`config.mk`:
```
export PLATFORM = sky130hd
export DESIGN_NAME = heartbeat_array
export DESIGN_NICKNAME = d
export VERILOG_FILES = /design/src/rtl/heartbeat_array.sv
export SDC_FILE = /design/constraint.sdc
export NUM_CORES = 1
export LEC_CHECK = 0
export BUFFER_PORTS_ARGS = -buffer_cell sky130_fd_sc_hd__buf_2
export CORE_AREA = 2 2 115 117
export CTS_CLUSTER_DIAMETER = 200
export DETAILED_ROUTE_END_ITERATION = 7
export DIE_AREA = 0 0 117 119
export PLACE_DENSITY = 0.7
export SYNTH_ARGS = -nofsm -noshare
export SYNTH_HDL_FRONTEND = slang
export SYNTH_SLANG_ARGS = --single-unit
```
`constraint.sdc`:
```
create_clock -name clk -period 5 [get_ports clk]
set_clock_uncertainty 0.1 [all_clocks]
set_input_delay 0.25 -clock clk [delete_from_list [all_inputs] [get_ports clk]]
set_output_delay 0.25 -clock clk [all_outputs]
set_load 0.02 [all_outputs]
```
`src/rtl/heartbeat_array.sv`:
```
// heartbeat_array
//   NCH independent heartbeat channels. Each channel has its own counter,
//   period, duty and output mode (OFF, PULSE, TOGGLE, PWM). Channels are
//   programmed through a valid/ready configuration port. After reset, every
//   channel is in PULSE mode with period all-ones. This gives a one-cycle
//   pulse every 2^N enabled cycles.
//
// Parameters
//   N    counter / period / duty width in bits
//   NCH  number of channels (>= 1)
//
// Ports
//   clk         clock, rising edge
//   reset       synchronous active-high reset
//   en          global count enable shared by all channels
//   cfg_valid   configuration write request
//   cfg_ready   configuration port can accept a write
//   cfg_ch      target channel (indices >= NCH are accepted and ignored)
//   cfg_mode    00 OFF, 01 PULSE, 10 TOGGLE, 11 PWM
//   cfg_period  terminal count; one channel cycle is period+1 enabled clocks
//   cfg_duty    PWM high count
//   out         per-channel registered output
//   wrap        per-channel registered terminal-count strobe
module heartbeat_array #(
  parameter int N   = 8,
  parameter int NCH = 4,
  localparam int CW = (NCH > 1) ? $clog2(NCH) : 1
) (
  input  logic           clk,
  input  logic           reset,
  input  logic           en,
  input  logic           cfg_valid,
  output logic           cfg_ready,
  input  logic [CW-1:0]  cfg_ch,
  input  logic [1:0]     cfg_mode,
  input  logic [N-1:0]   cfg_period,
  input  logic [N-1:0]   cfg_duty,
  output logic [NCH-1:0] out,
  output logic [NCH-1:0] wrap
);

  typedef enum logic [1:0] {
    MODE_OFF    = 2'b00,
    MODE_PULSE  = 2'b01,
    MODE_TOGGLE = 2'b10,
    MODE_PWM    = 2'b11
  } mode_t;

  logic          accept;
  logic          wr_vld_p1;
  logic [CW-1:0] wr_ch_p1;
  mode_t         wr_mode_p1;
  logic [N-1:0]  wr_period_p1;
  logic [N-1:0]  wr_duty_p1;

  assign accept = cfg_valid & cfg_ready;

  // ---- stage p1: accepted write is held for one cycle, then applied ----
  // Holding the write for one cycle drops cfg_ready for that cycle. This
  // limits the write rate to one every two cycles. A reset on the apply edge
  // discards the held write.
  always_ff @(posedge clk) begin
    if (reset) begin
      cfg_ready <= 1'b0;
      wr_vld_p1 <= 1'b0;
    end else begin
      cfg_ready <= ~accept;
      wr_vld_p1 <= accept;
    end
  end

  always_ff @(posedge clk) begin
    if (accept) begin
      wr_ch_p1     <= cfg_ch;
      wr_mode_p1   <= mode_t'(cfg_mode);
      wr_period_p1 <= cfg_period;
      wr_duty_p1   <= cfg_duty;
    end
  end

  // ---- stage p2: per-channel counter and registered outputs ----
  for (genvar i = 0; i < NCH; i++) begin : g_ch
    mode_t        mode;
    logic [N-1:0] period;
    logic [N-1:0] duty;
    logic [N-1:0] cnt;
    logic         tog;
    logic         out_q;
    logic         wrap_q;
    logic         load;
    logic         at_term;
    logic         wrap_hit;

    // An out-of-range channel index matches no channel, so that write is dropped.
    assign load     = wr_vld_p1 && (wr_ch_p1 == CW'(i));
    assign at_term  = (cnt == period);
    assign wrap_hit = en && (mode != MODE_OFF) && at_term;

    always_ff @(posedge clk) begin
      if (reset) begin
        mode   <= MODE_PULSE;
        period <= '1;
        duty   <= '0;
        cnt    <= '0;
        tog    <= 1'b0;
        out_q  <= 1'b0;
        wrap_q <= 1'b0;
      end else if (load) begin
        // The clear takes priority over a terminal count on the same edge.
        mode   <= wr_mode_p1;
        period <= wr_period_p1;
        duty   <= wr_duty_p1;
        cnt    <= '0;
        tog    <= 1'b0;
        out_q  <= 1'b0;
        wrap_q <= 1'b0;
      end else begin
        wrap_q <= wrap_hit;
        if (mode == MODE_OFF) begin
          cnt <= '0;
        end else if (en) begin
          cnt <= at_term ? '0 : cnt + 1'b1;
        end
        tog <= tog ^ wrap_hit;
        case (mode)
          MODE_OFF:    out_q <= 1'b0;
          MODE_PULSE:  out_q <= wrap_hit;
          MODE_TOGGLE: out_q <= tog ^ wrap_hit;
          // PWM tracks the counter even while en is low. If duty > period,
          // this comparison is always true.
          default:     out_q <= (cnt < duty);
        endcase
      end
    end

    assign out[i]  = out_q;
    assign wrap[i] = wrap_q;
  end

endmodule

```
==> flow_summary.json <==
{
  "holdPathStages": 2,
  "clockPowerShare": 0.464,
  "grt_use_total": 0.218,
  "power_frac_comb": 0.049,
  "portBuffers": 32,
  "antenna_found_initial": 0,
  "synth_nets": 751,
  "p_per_area_nw_per_um2": 338,
  "initial_core_util": 0.486,
  "drt_wl_total_mm": 14.2,
  "vias": 4813,
  "crit_type": "flip-flop to flip-flop",
  "timing.final.crit_share": 0.434,
  "via_per_inst": 5.23,
  "die_w_um": 117,
  "synth.most_common_cell": "nand2_1",
  "synth-seq-cells": 138,
  "layout-drive-gt1-share": 0.0887,
  "cts_tree": "done",
  "drc_errors": 0,
  "cts_setup_buffers": 0,
  "async_flop_share": 0,
  "area_delta_synth_final_pct": 15.2,
  "syn_area_per_cell_um2": 9.00,
  "die-height_um": 119,
  "antenna_cells": 0,
  "swShare": 0.222,
  "final_core_util": 0.560,
  "nets": 787,
  "ios": 33,
  "hp-class": "input pin to flip-flop",
  "hold_end": "cfg_ready$_SDFF_PP0_",
  "hold_viol": 0,
  "drt_iter0_drc": 280,
  "cts_root_buf": "clkbuf_16",
  "report.final.slew_viol_count": 0,
  "end_kind": "flip-flop",
  "grt_max_degree": 44,
  "period_minus_slack_ns": 2.17,
  "critical_path_arrival_ns": 2.37,
  "num_rows": 42,
  "wl_per_cell_um": 15.4,
  "yosysSeqAreaShare": 0.474,
  "yosys_warnings": 0,
  "r2r-start": "wr_ch_p1[1]$_DFFE_PP_",
  "synthFlopType": "dfxtp_1",
  "relSlewSlack": 0.358,
  "clk_pin_slew_ns": 0.06,
  "worst_pin_slew_ns": 0.963,
  "dieArea_um2": 13900,
  "synthesis.instances": 695,
  "grt-ovfl-total": 0,
  "peakVddDrop_uv": 211,
  "clock_sinks": 138,
  "grt_pass1_vias": 4779,
  "power.internal_mw": 1.89,
  "p_leak_nw": 2.86,
  "syn_area_um2": 6250,
  "cts.path.max_buffers": 2,
  "status": "finished, final reports clean",
  "rsz0062_at_grt": "no",
  "switching_power_mw": 0.541,
  "synth-edff-count": 20,
  "dp.final_hpwl_mm": 9.53,
  "maxCapViolations": 0,
  "yosys.area.top_type": "dfxtp_1",
  "crit_fanout": 23,
  "crit_required_ns": 5.20,
  "synth_top_area_frac": 0.378,
  "pwr-share-seq": 0.487,
  "coreArea_um2": 12900,
  "cts_made_buffers": 17,
  "grt_pass1_wl_mm": 23.2,
  "start_kind": "flip-flop",
  "worstHoldStart": "reset",
  "ant_nets": 0,
  "synth_area_leaders": "dfxtp_1 (38%), edfxtp_1 (9.6%), nand2_1 (9.2%)",
  "clk_latency_ns": 0.42,
  "n_fill_cell": 1148,
  "max_clock_freq_ghz": 0.461,
  "gp_congestion": 0.865,
  "htreeDepth": 4,
  "regToRegSetupSlack_ns": 2.83,
  "drt_pass1_iterations": 4,
  "synth_commonest_cells": "nand2_1 (153), dfxtp_1 (118), nor2_1 (53)",
  "finalSetupTns_ns": 0,
  "reg2reg_depth": 5,
  "synth.distinct_cells": 41,
  "timing.rr.end": "g_ch[1].out_q$_SDFF_PP0_",
  "setup_viol": 0
}
==> power groups by stage <==
stage / Clock, mW / Combinational (mW) / Sequential (mW)
global placement: 0 / 0.100 / 1.21
finish: 1.13 / 0.118 / 1.19
floorplan: 0 / 0.0805 / 1.19
CTS: 1.14 / 0.118 / 1.18
detailed placement: 0 / 0.105 / 1.21
global route: 1.19 / 0.131 / 1.19
==> placed cells by master, fill, tap and decap left out, drive strengths merged, types with 20 or more instances in the layout <==
master         n
a21oi         43
buf           35
clkbuf        21
dfxtp        118
dlygate4sd3   20
edfxtp        20
ha            32
inv           32
nand2        153
nand3b        37
nor2          53
xnor2         38
xor2          25
==> metal layers <==
layer  share of wire  up-vias  track usage
met5               0        -            0
met3           0.062       21       0.0463
met2            0.49      118        0.348
li1                -     2390            -
met1            0.43     2284        0.289
met4           0.014        0       0.0868
==> critical path: stages (launching register included) <==
cell and delay, ns:
edfxtp_1 0.49, and3b_1 0.79, nor2_1 0.14, and4_1 0.25
mux2i_1 0.16, o21ai_0 0.10
==> stage by stage <==
| step | area [µm²] | hold slack (ns) | worst slack, ns | power, mW | std cells |
|---|---|---|---|---|---|
| final | 7200 | 0.0581 | 2.83 | 2.43 | 920 |
| after detailed placement | 6470 | 0.328 | 2.90 | 1.31 | 868 |
| after global placement | 6470 | 0.326 | 2.97 | 1.31 | 868 |
| after global routing | 7200 | 0.0715 | 2.71 | 2.51 | 920 |
| after floorplan | 6250 | 0.249 | 3.31 | 1.27 | 695 |
| after CTS | 7200 | 0.0548 | 2.88 | 2.45 | 920 |
==> cell type report <==
class / count / area, µm² / share of cell area
multi-input combinational: 487 / 2990 / 0.415
sequential: 138 / 2960 / 0.411
clock buffer: 21 / 450 / 0.0625
timing repair buffer: 55 / 383 / 0.0531
tap: 176 / 220 / 0.0306
inverter: 32 / 120 / 0.0167
clock inverter: 11 / 80.1 / 0.0111
==> worst max-delay path by stage <==
stage / end / from / slack [ns]
after floorplan: g_ch[3].tog$_SDFF_PP0_ / g_ch[3].cnt[6]$_SDFFE_PP0P_ / 3.31
after global placement: g_ch[1].out_q$_SDFF_PP0_ / wr_ch_p1[1]$_DFFE_PP_ / 2.97
after detailed placement: g_ch[1].out_q$_SDFF_PP0_ / wr_ch_p1[1]$_DFFE_PP_ / 2.90
after CTS: g_ch[1].out_q$_SDFF_PP0_ / wr_ch_p1[1]$_DFFE_PP_ / 2.88
after global routing: g_ch[1].out_q$_SDFF_PP0_ / wr_ch_p1[1]$_DFFE_PP_ / 2.71
final: g_ch[1].out_q$_SDFF_PP0_ / wr_ch_p1[1]$_DFFE_PP_ / 2.83
==> sequential cells by signal, summed over array words and instances, names as in the netlist <==
name and cells:
cfg_ready 1, g_ch.cnt 32, g_ch.duty 32, g_ch.mode 8, g_ch.out_q 4, g_ch.period 32, g_ch.tog 4, g_ch.wrap_q 4
wr_ch_p1 2, wr_duty_p1 8, wr_mode_p1 2, wr_period_p1 8, wr_vld_p1 1
==> kinds of logic after synthesis <==
logic type / count (synthesis) / share of synthesized area
and+or+nand+nor: 312 / 0.241
muxes: 10 / 0.0162
adders and majority gates: 32 / 0.0640
AOI/OAI and AO/OA: 70 / 0.0672
buffers and inverters: 70 / 0.0492
xor gates and xnor gates: 63 / 0.0882
DFF: 138 / 0.474
==> repair_timing <==
action                                 4_1_cts  5_1_grt
hold buffers                                20        0
resized for setup                            0        0
endpoints found under the hold margin       20        0
Power figures use the tool's default switching activity.
